[src/rtl/ps2_key_event.sv]
//==============================================================================
// Module      : ps2_key_event
// Description : PS/2 keyboard receiver producing an 11-bit toggle-strobe key
//               event word. Synchronises and glitch-filters the PS/2 lines,
//               deserialises 11-bit frames (start, 8 data LSB first, odd
//               parity, stop), and folds E0/F0/E1 prefixes into one event
//               per key transition.
// Ports       : Clk_12_I    - 12 MHz system clock
//               Reset_I     - asynchronous active-low reset
//               ps2_clk_I   - raw PS/2 clock (asynchronous, idles high)
//               ps2_data_I  - raw PS/2 data (asynchronous, idles high)
//               ps2_key_O   - [10] event toggle, [9] make, [8] E0, [7:0] code
//               frame_err_O - one-cycle pulse on parity/stop/timeout error
// Revision    : 1.0 - initial release
//==============================================================================
`default_nettype none

module ps2_key_event #(
   parameter int FILT_LEN    = 4,
   parameter int TIMEOUT_CYC = 24000
) (
   input  logic        Clk_12_I,
   input  logic        Reset_I,
   input  logic        ps2_clk_I,
   input  logic        ps2_data_I,
   output logic [10:0] ps2_key_O,
   output logic        frame_err_O
);

   localparam int c_FCNT_W = (FILT_LEN > 1) ? $clog2(FILT_LEN) : 1;
   localparam int c_TCNT_W = $clog2(TIMEOUT_CYC + 1);

   localparam logic [c_FCNT_W-1:0] c_FCNT_LAST = c_FCNT_W'(FILT_LEN - 1);
   localparam logic [c_TCNT_W-1:0] c_TCNT_LAST = c_TCNT_W'(TIMEOUT_CYC - 1);
   localparam logic [c_TCNT_W-1:0] c_TCNT_MAX  = c_TCNT_W'(TIMEOUT_CYC);

   //---------------------------------------------------------------------------
   // Two-flop synchronisers; both lines idle high so they reset to 1.
   //---------------------------------------------------------------------------
   logic r_clk_meta;
   logic r_clk_sync;
   logic r_dat_meta;
   logic r_dat_sync;

   always_ff @(posedge Clk_12_I or negedge Reset_I) begin
      if (!Reset_I) begin
         r_clk_meta <= 1'b1;
         r_clk_sync <= 1'b1;
         r_dat_meta <= 1'b1;
         r_dat_sync <= 1'b1;
      end else begin
         r_clk_meta <= ps2_clk_I;
         r_clk_sync <= r_clk_meta;
         r_dat_meta <= ps2_data_I;
         r_dat_sync <= r_dat_meta;
      end
   end

   //---------------------------------------------------------------------------
   // Clock glitch filter: the filtered level follows the synchronised level
   // only after FILT_LEN consecutive samples that differ from it. Any sample
   // that agrees with the current filtered level restarts the count.
   //---------------------------------------------------------------------------
   logic [c_FCNT_W-1:0] r_fcnt;
   logic                r_clk_filt;
   logic                r_clk_filt_d;
   logic                w_fall;

   always_ff @(posedge Clk_12_I or negedge Reset_I) begin
      if (!Reset_I) begin
         r_fcnt       <= '0;
         r_clk_filt   <= 1'b1;
         r_clk_filt_d <= 1'b1;
      end else begin
         r_clk_filt_d <= r_clk_filt;
         if (r_clk_sync == r_clk_filt) begin
            r_fcnt <= '0;
         end else if (r_fcnt == c_FCNT_LAST) begin
            r_clk_filt <= r_clk_sync;
            r_fcnt     <= '0;
         end else begin
            r_fcnt <= r_fcnt + 1'b1;
         end
      end
   end

   // Falling edge of the filtered clock; consumed on the following edge,
   // which is the bit-sampling point.
   assign w_fall = r_clk_filt_d & ~r_clk_filt;

   //---------------------------------------------------------------------------
   // Frame FSM with timeout. Produces a registered one-cycle byte strobe or
   // error request; the decoder stage below turns these into outputs.
   //---------------------------------------------------------------------------
   typedef enum logic [1:0] {
      ST_IDLE   = 2'd0,
      ST_DATA   = 2'd1,
      ST_PARITY = 2'd2,
      ST_STOP   = 2'd3
   } state_t;

   state_t              r_state;
   logic [2:0]          r_bit_cnt;
   logic [7:0]          r_shift;
   logic                r_par_ok;
   logic [c_TCNT_W-1:0] r_tcnt;
   logic                r_byte_vld;
   logic [7:0]          r_byte;
   logic                r_err_req;

   always_ff @(posedge Clk_12_I or negedge Reset_I) begin
      if (!Reset_I) begin
         r_state    <= ST_IDLE;
         r_bit_cnt  <= 3'd0;
         r_shift    <= 8'h00;
         r_par_ok   <= 1'b0;
         r_tcnt     <= '0;
         r_byte_vld <= 1'b0;
         r_byte     <= 8'h00;
         r_err_req  <= 1'b0;
      end else begin
         r_byte_vld <= 1'b0;
         r_err_req  <= 1'b0;

         if (w_fall) begin
            // A bit edge always beats a coincident timeout.
            r_tcnt <= '0;
            case (r_state)
               ST_IDLE: begin
                  if (!r_dat_sync) begin
                     r_state   <= ST_DATA;
                     r_bit_cnt <= 3'd0;
                  end
               end
               ST_DATA: begin
                  r_shift   <= {r_dat_sync, r_shift[7:1]};
                  r_bit_cnt <= r_bit_cnt + 3'd1;
                  if (r_bit_cnt == 3'd7) begin
                     r_state <= ST_PARITY;
                  end
               end
               ST_PARITY: begin
                  // Odd parity: data plus parity bit must hold an odd
                  // number of ones.
                  r_par_ok <= ^{r_shift, r_dat_sync};
                  r_state  <= ST_STOP;
               end
               ST_STOP: begin
                  r_state <= ST_IDLE;
                  if (r_dat_sync && r_par_ok) begin
                     r_byte_vld <= 1'b1;
                     r_byte     <= r_shift;
                  end else begin
                     r_err_req <= 1'b1;
                  end
               end
               default: begin
                  r_state <= ST_IDLE;
               end
            endcase
         end else if (r_state == ST_IDLE) begin
            r_tcnt <= '0;
         end else if (r_tcnt == c_TCNT_LAST) begin
            // Counter reaches TIMEOUT_CYC on this edge: abort the frame and
            // hold at the limit rather than wrapping.
            r_state   <= ST_IDLE;
            r_err_req <= 1'b1;
            r_tcnt    <= c_TCNT_MAX;
         end else if (r_tcnt != c_TCNT_MAX) begin
            r_tcnt <= r_tcnt + 1'b1;
         end
      end
   end

   //---------------------------------------------------------------------------
   // Byte decoder: folds prefixes into a single event word per key change.
   //---------------------------------------------------------------------------
   logic       r_ext;
   logic       r_brk;
   logic [2:0] r_skip;

   always_ff @(posedge Clk_12_I or negedge Reset_I) begin
      if (!Reset_I) begin
         ps2_key_O   <= 11'h000;
         frame_err_O <= 1'b0;
         r_ext       <= 1'b0;
         r_brk       <= 1'b0;
         r_skip      <= 3'd0;
      end else begin
         frame_err_O <= r_err_req;

         if (r_err_req) begin
            r_ext  <= 1'b0;
            r_brk  <= 1'b0;
            r_skip <= 3'd0;
         end else if (r_byte_vld) begin
            if (r_skip != 3'd0) begin
               // Remainder of the E1 (Pause) sequence is swallowed whole.
               r_skip <= r_skip - 3'd1;
            end else begin
               case (r_byte)
                  8'hE0: r_ext <= 1'b1;
                  8'hF0: r_brk <= 1'b1;
                  8'hE1: begin
                     r_skip <= 3'd7;
                     r_ext  <= 1'b0;
                     r_brk  <= 1'b0;
                  end
                  // Acknowledge, self-test, echo, resend and overrun codes
                  // are not key events.
                  8'hFA, 8'hAA, 8'hEE, 8'hFE, 8'h00, 8'hFF: begin
                     r_ext <= 1'b0;
                     r_brk <= 1'b0;
                  end
                  default: begin
                     ps2_key_O <= {~ps2_key_O[10], ~r_brk, r_ext, r_byte};
                     r_ext     <= 1'b0;
                     r_brk     <= 1'b0;
                  end
               endcase
            end
         end
      end
   end

endmodule

`default_nettype wire

[config.mk]
export PLATFORM = sky130hd
export DESIGN_NAME = ps2_key_event
export DESIGN_NICKNAME = d
export VERILOG_FILES = /design/src/rtl/ps2_key_event.sv
export SDC_FILE = /design/constraint.sdc
export NUM_CORES = 1
export LEC_CHECK = 0
export BUFFER_PORTS_ARGS = -buffer_cell sky130_fd_sc_hd__buf_2
export CORE_ASPECT_RATIO = 1.5
export CORE_UTILIZATION = 30
export DETAILED_ROUTE_END_ITERATION = 8
export PLACE_DENSITY = 0.42
export SETUP_SLACK_MARGIN = 0.4
export SYNTH_ARGS = -nofsm -noshare
export SYNTH_HDL_FRONTEND = slang
export SYNTH_SLANG_ARGS = --single-unit
[constraint.sdc]
create_clock -name Clk_12_I -period 5 [get_ports Clk_12_I]
set_input_delay 1 -clock Clk_12_I [delete_from_list [all_inputs] [get_ports Clk_12_I]]
set_output_delay 1 -clock Clk_12_I [all_outputs]
set_load 0.01 [all_outputs]
======== Word-level counts from Yosys, hierarchy flattened ========
Cells that the tools add are included.
storage, ports and cells
  bits in registers ....................... 64
  bits in latches ......................... 0
  RAM bits ................................ 0
  ROM bits ................................ 0
  input port bits ......................... 4
  output and inout bits ................... 12
  logic and storage cells ................. 109
  memories kept ........................... 0
cells by class
  $add $sub $neg .......................... 4
  multipliers ............................. 0
  div/mod/pow operators ................... 0
  magnitude comparators ................... 0
  eq/ne operators ......................... 22
  shifts and indexed selects .............. 0
  multiplexer cells ....................... 34
  bitwise operators ....................... 8
  reductions and logical operators ........ 21
operator list
  cell                                           count
  == test 8 bit, second input constant           8
  2-to-1 mux 15 bit                              4
  adder 15 x 1 -> 15 bit, second input constant  1
  == test 15 bit, second input constant          1
  2-to-1 mux 3 bit                               5
  != test 15 bit, second input constant          1
  2-to-1 mux 1 bit                               14
  2-to-1 mux 2 bit                               7
  AND reduction 3 bit                            4
  != test 2 bit, second input constant           5
  OR reduction 9 bit                             1
  parity 9 bit                                   1
  logical NOT 8 bit                              1
  case mux 2 bit (4 select lines)                1
  AND reduction 2 bit                            4
  AND reduction 4 bit                            2
  inverter 1 bit                                 7
  == test 2 bit, second input constant           3
  case mux 3 bit (2 select lines)                1
  nonzero test 2 bit                             3
  nonzero test 3 bit                             2
  case mux 1 bit (2 select lines)                2
  nonzero test 4 bit                             1
  adder 3 x 1 -> 3 bit, second input constant    1
  9 further kinds                                9

======== Longest topological paths before layout ========
Gate-level depths: netlist (run 1).
  depth in word-level cells ............... 5
  gate-level depth with buffers ........... 7
  mapped depth without buffers ............ 6

======== Least setup slack after synthesis (run 1) ========
No wires, ideal clock.
  path kind ............................... reg-to-reg
  start point ............................. register r_skip[0]
  end point ............................... register ps2_key_O[1]
  library setup time ...................... 0.125 ns
  data arrival time ....................... 1.702 ns
  data required time ...................... 4.875 ns
  path slack .............................. 3.173 ns
  stages on the path, launching flop included .. 8
  path buffers ............................ 1
  clock period less this slack ............ 1.827 ns
  cells stage by stage .................... dfrtp_1 > inv_1 > ha_1 > and2b_1 > nand3b_1 > a311oi_2 > buf_6 > mux2_4
between the ends
  longest elaborated chain between the ends .. 3
RTL lines
  item                           line  RTL
  start, declared                180   logic [2:0] r_skip;
  start signal, assigned         199   r_skip <= r_skip - 3'd1;
  nonzero test 3 bit             197   if (r_skip != 3'd0) begin
  inverter 1 bit (no line)       n/a
  AND reduction 4 bit (no line)  n/a
  end signal, assigned           216   ps2_key_O <= {~ps2_key_O[10], ~r_brk, r_ext, r_byte};
  end, declared                  26    output logic [10:0] ps2_key_O,
Every way passes these cells.
A chain may end at the register's enable or synchronous reset.

======== Final worst setup path (run 1) ========
  start point ............................. register r_skip[0]
  end point ............................... register ps2_key_O[0]
Same word-level chain as after synthesis.

==> run summary, run 1 <==
The tightest min-delay check is of the register to register type. The critical path in this run is classified as register to register. The maximum root-to-sink buffer count is 2. Dividing the detail-routed via count by the number of cells gives 4.865.

The Yosys step of the flow raised 0 warnings. The via count of the first global-routing pass was 2,023. The H-tree was split into 3 levels. The number of buffers inserted by post-CTS setup repair came out at 0. The detailed-route wire length is 5628 um. The synthesized instance count is between 200 and 300. Across all register-to-register paths, the minimum setup slack is 3.04 ns. TritonCTS built the clock tree. The x dimension of the die came out at 84.10 um.

The worst stage delay on the critical path came out at 0.37 ns. The relative slew slack came out at ~45%. The fraction of registers with async set or reset after synthesis came out at 100.0%.

Synthesis inferred 64 register bits. The power per cell area came out at 479.3 nW/um^2. In this run the core area contains 44 standard-cell rows. The number of flops mapped to enable cells by yosys came out at 0. The number of placed I/O pins is 16. The worst path uses 39.22% of the clock period. Once detail routing completed, the nets flagged for antenna violations numbered 0.

The number of antenna violations at the first check in global routing is 0. The pin count of the biggest net entering global routing is 65. The post-cts repair resize count is 0. The count of maximum capacitance violations came out at 0.

At the pin with the least slew margin, the transition time is 0.8188 ns. The initial core utilization came out at 31.12%. The leading cell type in the layout, fill and taps excluded is sky130_fd_sc_hd__dfrtp_1. The post-synthesis cell type count came out at 47. Detailed routing inserted a total of 1,917 vias. The mean post-synth cell area is approximately 12 sq um.

The synthesis-to-layout area growth is 17.33%. The maximum fanout along the worst path is 11. The number of setup violations in the final report came out at 0. Global routing used about an eighth of the available tracks. The share of final-layout standard cells stronger than drive strength 1 came out at 25.09%. The data arrival time at the worst-slack endpoint is 2.17 ns. Setup repair after global routing left no endpoint under its margin.

The worst setup path is captured at a register. The static leakage power is 1.640 nW. The die footprint is 10,520 sq um. The worst hold path passes through 0 cells. In this run the standard cell core region covers just under 10,000 sq um. The final period demand of the worst path came out at 1.961 ns. The worst hold path terminates at r_dat_sync. The total CTS buffers is 9. Clock latency on the worst-skew pair, taken at its later pin, is roughly 0.33 ns. The chip height is 125.1 um. The wire length of the first global-routing pass came out at 9901 um. The count of unresolved DRC violations after routing came out at 10.

The run finished, with violations left. The maximum resistive drop on vdd came out at 0.1772 mV. The sum of overflow across all layers after global routing is 0. The number of inserted diodes is 0. Grouping stages by cell kind, the critical path spends the most delay in flip-flops. The part of the Yosys area used for sequential elements came out at 53.05%. The congestion estimate from routability-driven global placement came to 0.7509. In the synthesized netlist the dominant register cell turns out to be sky130_fd_sc_hd__dfrtp_1. Clock tree synthesis selected as its root buffer the cell sky130_fd_sc_hd__clkbuf_16. The worst register-to-register path begins at r_skip[0]. The first-pass detailed-route iteration total came out at 6. When the netlist entered floorplanning its net count stood at 267. The final count of hold timing violations came out at 0.

The highest clock rate is 510.0 MHz. The number of buffers and inverters on the critical path is 2. The total number of nets in the final design is 289. For the worst setup path, the data required time is ~5.2 ns. The slack of the critical path came out at 3.039 ns. The number of violations reported at the end of detailed-routing iteration 0 is between 60 and 70. The count of buffers added on input and output ports is 15. The total count of max-transition violations in the final report is 0.

The clock sink total came out at 64. Across the routed clock network, the largest skew measured is approximately 0.011 ns. The area of the mapped netlist came out at 3033 sq um. The signal on the critical path passes through inv_1 -> ha_1 -> and2b_1 -> nand3b_1 -> a311oi_2 -> buf_4 -> mux2_2. The wire length per cell is 14.28 um. Measured in cells, the most critical reg-to-reg path has a length of 7. The element type at the critical path start is a register. The clock-pin transition on the worst setup and hold timing paths is 0.05 ns. The final reports fail on design-rule violations. For this design, the slowest cell found on the critical path is sky130_fd_sc_hd__dfrtp_1. The setup TNS is 0 ns.

The hold-fix buffer count after cts is 0. The HPWL after detailed placement is between 3000 and 4000 um. At the placement stage, the worst setup path has a slack of 3.026 ns. In the layout the commonest cells are 58 x sky130_fd_sc_hd__dfrtp_1, 18 x sky130_fd_sc_hd__nor2_1, 18 x sky130_fd_sc_hd__mux2_2, 15 x sky130_fd_sc_hd__buf_2. The startpoint identified for the worst hold timing path is r_dat_meta. The critical register-to-register path endpoint is ps2_key_O[0].
-- cells in the mapped netlist (all sizes together) (6+ instances only) --
master	count	area share [%]
dfrtp	58	48
nor2	18	2.2
inv	10	1.2
nand2	10	1.2
nand4	11	2.3
xor2	11	3.2
xnor2	9	2.6
o21ai	7	1.2
mux2	26	11
nor3	6	0.99
nand3	6	0.99
ha	11	4.5
dfstp	6	5.2
-- state kept, by name, summed over array words and instances, names as in the netlist, 2 cells and up --
signal and cells:
r_state 2, r_bit_cnt 3, ps2_key_O 11, r_fcnt 2
r_shift 8, r_byte 8, r_tcnt 15, r_skip 3
-- cell families (layout without fill, tap and decap cells) --
group,Yosys count,after routing,share of synthesized area [%]
mux,27,27,10.97
compound gates,34,34,8.498
xor+xnor,21,21,6.518
fa+ha+maj,11,11,4.538
simple gates,79,79,14.07
flops,64,64,53.05
buf+inv,16,43,2.352
-- per-layer routing --
metal  routed length (um)  vias to the layer above  GRT usage [%]
li1                     -                      951              -
met1                 2360                      930          13.13
met2                 2952                       24          21.17
met3                  153                       12          3.168
met4                  162                        0          7.911
met5                    0                        -              0
-- where the power goes --
group	switching [mW]	internal [mW]	total (mW)
Combinational	0.189	0.164	0.353
Sequential	0.0730	0.603	0.676
Clock	0.214	0.463	0.677
-- layout make-up --
cell class / count / area (sq um)
fillers: 959 / 6186
multi-input cells: 172 / 1353
repair buffers: 17 / 90.09
well taps: 115 / 143.9
clock inverters: 3 / 65.06
flip-flops and latches: 64 / 1609
clock buffers: 13 / 260.3
inverters: 10 / 37.54
-- per-stage QoR --
step	total power, mW	cell area (sq um)	utilization (%)	hold WS, ns	instances
after floorplan	0.9461	3033	-	0.3452	252
after global placement	1.051	3233	33.18	0.3458	378
after detailed placement	1.053	3233	33.18	0.3472	378
after CTS	1.750	3558	36.52	0.3548	394
after global routing	1.818	3558	36.52	0.3573	394
final	1.706	3558	36.52	0.3536	394
-- worst register-to-register path: cells and delay by family, from the launching register on --
family                     cells  cell delay, ns
AOI/OAI and AO/OA              1            0.25
adders and majority gates      1            0.17
buffers and inverters          2            0.36
DFF                            1            0.37
muxes                          1            0.36
and+or+nand+nor                2            0.35
-- how the worst max path moves through the flow --
stage / depth (start not counted) / end / startpoint
after CTS: 7 / ps2_key_O[0] / r_skip[0]
after floorplan: 7 / ps2_key_O[1] / r_skip[0]
final: 7 / ps2_key_O[0] / r_skip[0]
after global placement: 5 / r_tcnt[13] / r_state[0]
after detailed placement: 7 / ps2_key_O[0] / r_skip[0]
after global routing: 5 / r_tcnt[13] / r_state[0]
(Power assumes the default switching activity.)
==> inputs of run 2 (changes only) <==
--- a/config.mk
+++ b/config.mk
@@ -9,7 +9,7 @@
 export CORE_ASPECT_RATIO = 1.5
 export CORE_UTILIZATION = 30
 export DETAILED_ROUTE_END_ITERATION = 8
-export PLACE_DENSITY = 0.42
+export PLACE_DENSITY = 0.44
 export SETUP_SLACK_MARGIN = 0.4
 export SYNTH_ARGS = -nofsm -noshare
 export SYNTH_HDL_FRONTEND = slang
==> constraint.sdc (replaced) <==
create_clock -name Clk_12_I -period 1.7 [get_ports Clk_12_I]
set_input_delay 0.34 -clock Clk_12_I [delete_from_list [all_inputs] [get_ports Clk_12_I]]
set_output_delay 0.34 -clock Clk_12_I [all_outputs]
set_load 0.01 [all_outputs]
==> run 2 against run 1 <==
Net effect: the flow finishes with violations (design-rule violations, negative setup slack); combinational power rose to 5.4 times the previous value; design area increased by 18%; worst setup slack worse by 3.0 ns; register-to-register slack worse by 3.0 ns; wire length up 9.7%; non-clock buffer count rose by 41; critical path depth unchanged; count of clock-buffer cells in the layout rose by 2; maximum frequency rose by 15%; critical endpoint is now ps2_key_O[7].
==> run summary, run 2 (synthesis gave the netlist of run 1 again) <==
The number of cells traversed by the worst register-to-register path came out at 7. The share of final-layout standard cells stronger than drive strength 1 came out at 46.25%. The level count of the clock H-tree is 3. The launch point of the worst path is r_skip[0].

0 antenna diodes ended up in the layout. The required time of the critical path is 1.91 ns. The worst register-to-register path begins at r_skip[0]. The share of the cycle needed by the critical path after routing came out at 100.5%. The relative slew slack is 71.85%.

The largest registers in the layout are r_tcnt x15, ps2_key_O x11. The post-layout instance count excluding filler cells came out at 435. The maximum fanout along the worst path came out at 7.

The slew at the pin with the worst max-slew slack came out at 0.4223 ns. The total number of vias is around 2,100. Net switching is between 30% and 40% of the power.

The die footprint came out at 10,520 sq um. After detailed routing, the total wire length is 6173 um. For the finished layout, the period the worst path requires is 1.709 ns. The static leakage power came out at between 1.5 and 2 nW. The total number of nets in the final design came out at 330. More flip-flops sit in one register than any other, and that register is r_tcnt.

The data arrival time at the worst-slack endpoint is 1.92 ns. The maximum resistive drop on vdd came out at 0.6002 mV. Leaving out fill and tap cells, the most frequent cell in the layout is sky130_fd_sc_hd__dfrtp_1. The final reports fail on design-rule violations, negative setup slack.

The net switching power is 1.716 mW. The area of the core came out at 9744 sq um. The internal power is 3.887 mW. The global placement routability congestion came out at 0.7536. For this configuration, the core starts out at a cell density of 31.12%. The highest clock rate is approximately 590 MHz. The clock network fraction of total power is roughly 30%.

The startpoint identified for the worst hold timing path is ps2_data_I. The via count normalized by instance count came out at 4.869. STA classifies the critical path endpoint as a register. Setup repair after global routing could not meet its margin everywhere. The number of placed I/O pins came out at 16. The critical path in this run is classified as register to register.

The count of buffers added on input and output ports is 15. The number of setup violations in the final report is 6. The worst slack after detailed placement is -0.04099 ns. The clock sink total is 64. In the post-route analysis, the smallest setup slack over all paths is -0.009241 ns. The first-pass detailed-route iteration total is 8. The tool flagged a number of max-cap violations equal to 0.

The wire length of the first global-routing pass came out at 11,090 um. TritonCTS built the clock tree. After floorplanning, the core was divided into 44 placement rows. The sum of overflow across all layers after global routing came out at 0. The combinational power share came out at 34.0%. In this run the power density over the cells is 1330 nW/um^2.

The clock-pin transition on the worst setup and hold timing paths is ~0.05 ns. The number of nets still failing antenna checks after routing is 0. The run finished, with violations left. The flip-flop count of the largest register after layout is 15. The instance count along the most critical hold path is 1. The chip height is 125.1 um. The tree is rooted in a sky130_fd_sc_hd__clkbuf_16. The total count of max-transition violations in the final report is 0.

For this run, the total global-route usage over all layers was measured as approximately 14%. The synthesis-to-layout area growth came out at 38.90%. The pin count of the biggest net entering global routing came out at 36. The via count of the first global-routing pass was 2,245.

The HPWL after detailed placement came out at 4222 um. The later pin in the worst-skew pair is clocked with a latency of 0.32 ns. The count of unresolved DRC violations after routing is 6. After the first detailed-routing iteration, the DRC count stood at 68. The top cell types in the final layout, fill and taps aside, are 50 x sky130_fd_sc_hd__dfrtp_1, 30 x sky130_fd_sc_hd__buf_4, 24 x sky130_fd_sc_hd__mux2_4, 15 x sky130_fd_sc_hd__nor2_1, 15 x sky130_fd_sc_hd__buf_2. The element type at the critical path start is a register. The wire length per cell is roughly 14 um.

The path class of the tightest hold or removal check is input pin to register. The instance count after placement with tap cells included came out at 398. The maximum root-to-sink buffer count is 2. The number of antenna violations at the first check in global routing came out at 0. The total CTS buffers is 9. The final count of hold timing violations is 0. The floorplan step set the die width to 84.10 um. The clock skew after layout came out at roughly 0.0054 ns. The portion of total power attributed to sequential cells came out at 36.1%.
==> run 2: cell count changes in the layout (fill, tap and decap cells not counted), moves of 4 or more <==
cell / previous run / this run
sky130_fd_sc_hd__ha_1: 11 / 7
sky130_fd_sc_hd__o21ai_1: 0 / 4
sky130_fd_sc_hd__mux2_4: 8 / 24
sky130_fd_sc_hd__o21ai_0: 7 / 1
sky130_fd_sc_hd__inv_1: 10 / 6
sky130_fd_sc_hd__dfrtp_2: 0 / 8
sky130_fd_sc_hd__buf_4: 2 / 30
sky130_fd_sc_hd__ha_4: 0 / 4
sky130_fd_sc_hd__mux2_2: 18 / 2
sky130_fd_sc_hd__dfrtp_1: 58 / 50
sky130_fd_sc_hd__buf_6: 0 / 9
==> run 2: path summary, 6_finish.rpt <==
kind,to,slack (ns)
min in group asynchronous,r_byte[6],0.50
worst min-delay path,r_dat_meta,0.11
worst min register to register,r_clk_sync,0.35
max in group asynchronous,r_clk_filt_d,0.61
worst max-delay path,ps2_key_O[7],-0.009
worst max register to register,ps2_key_O[7],-0.009
==> run 2: power by group through the flow <==
stage          logic (mW)  clock network [mW]  registers [mW]
2_1_floorplan       0.937                   0            1.95
3_3_place_gp         1.23                   0            2.01
3_5_place_dp         1.25                   0            2.01
4_1_cts              1.78                1.75            2.00
5_1_grt              2.10                1.81            2.06
6_report             1.90                1.68            2.02
==> run 2: routing by layer <==
| metal | GRT usage [%] | vias up | share of wire (%) |
|---|---|---|---|
| met5 | 0 | - | 0 |
| met2 | 24.20 | 29 | 54 |
| met3 | 2.244 | 10 | 2.2 |
| met4 | 8.215 | 0 | 2.6 |
| li1 | - | 1033 | - |
| met1 | 14.86 | 1046 | 41 |
==> run 2: per-stage QoR <==
| step | total power, mW | area, sq um | util [%] | hold slack, ns | TNS (ns) |
|---|---|---|---|---|---|
| 6_report | 5.603 | 4213 | 43.23 | 0.1124 | -0.03887 |
| 5_1_grt | 5.974 | 4213 | 43.23 | 0.1042 | -0.7334 |
| 4_1_cts | 5.532 | 4055 | 41.62 | 0.09685 | -0.2939 |
| 3_5_place_dp | 3.258 | 3443 | 35.34 | 0.3105 | -0.2777 |
| 3_3_place_gp | 3.233 | 3443 | 35.34 | 0.3067 | -0.1345 |
| 2_1_floorplan | 2.886 | 3087 | - | 0.04441 | -0.2202 |
==> run 2: final cells by class <==
type	count	area (sq um)
flip-flops and latches	64	1619
well taps	115	143.9
clock inverters	1	5.005
repair buffers	58	466.7
multi-input cells	172	1668
clock buffers	15	267.8
fillers	904	5532
inverters	10	42.54
==> run 2: critical path, stage by stage (launching register included) <==
cell and delay (ns):
sky130_fd_sc_hd__dfrtp_1 0.38, sky130_fd_sc_hd__inv_2 0.08, sky130_fd_sc_hd__ha_4 0.12, sky130_fd_sc_hd__and2b_2 0.14
sky130_fd_sc_hd__nand3b_1 0.10, sky130_fd_sc_hd__a311oi_2 0.23, sky130_fd_sc_hd__buf_4 0.23, sky130_fd_sc_hd__mux2_4 0.31
==> run 2: timing repair <==
| item | 4_1_cts | 5_1_grt |
|---|---|---|
| endpoints found under the hold margin | 12 | 0 |
| resized for setup | 50 | 31 |
| setup endpoints to repair | 47 | 50 |
| buffers inserted | 15 | 5 |
| pin swaps | 19 | 7 |
| hold buffers | 1 | 0 |
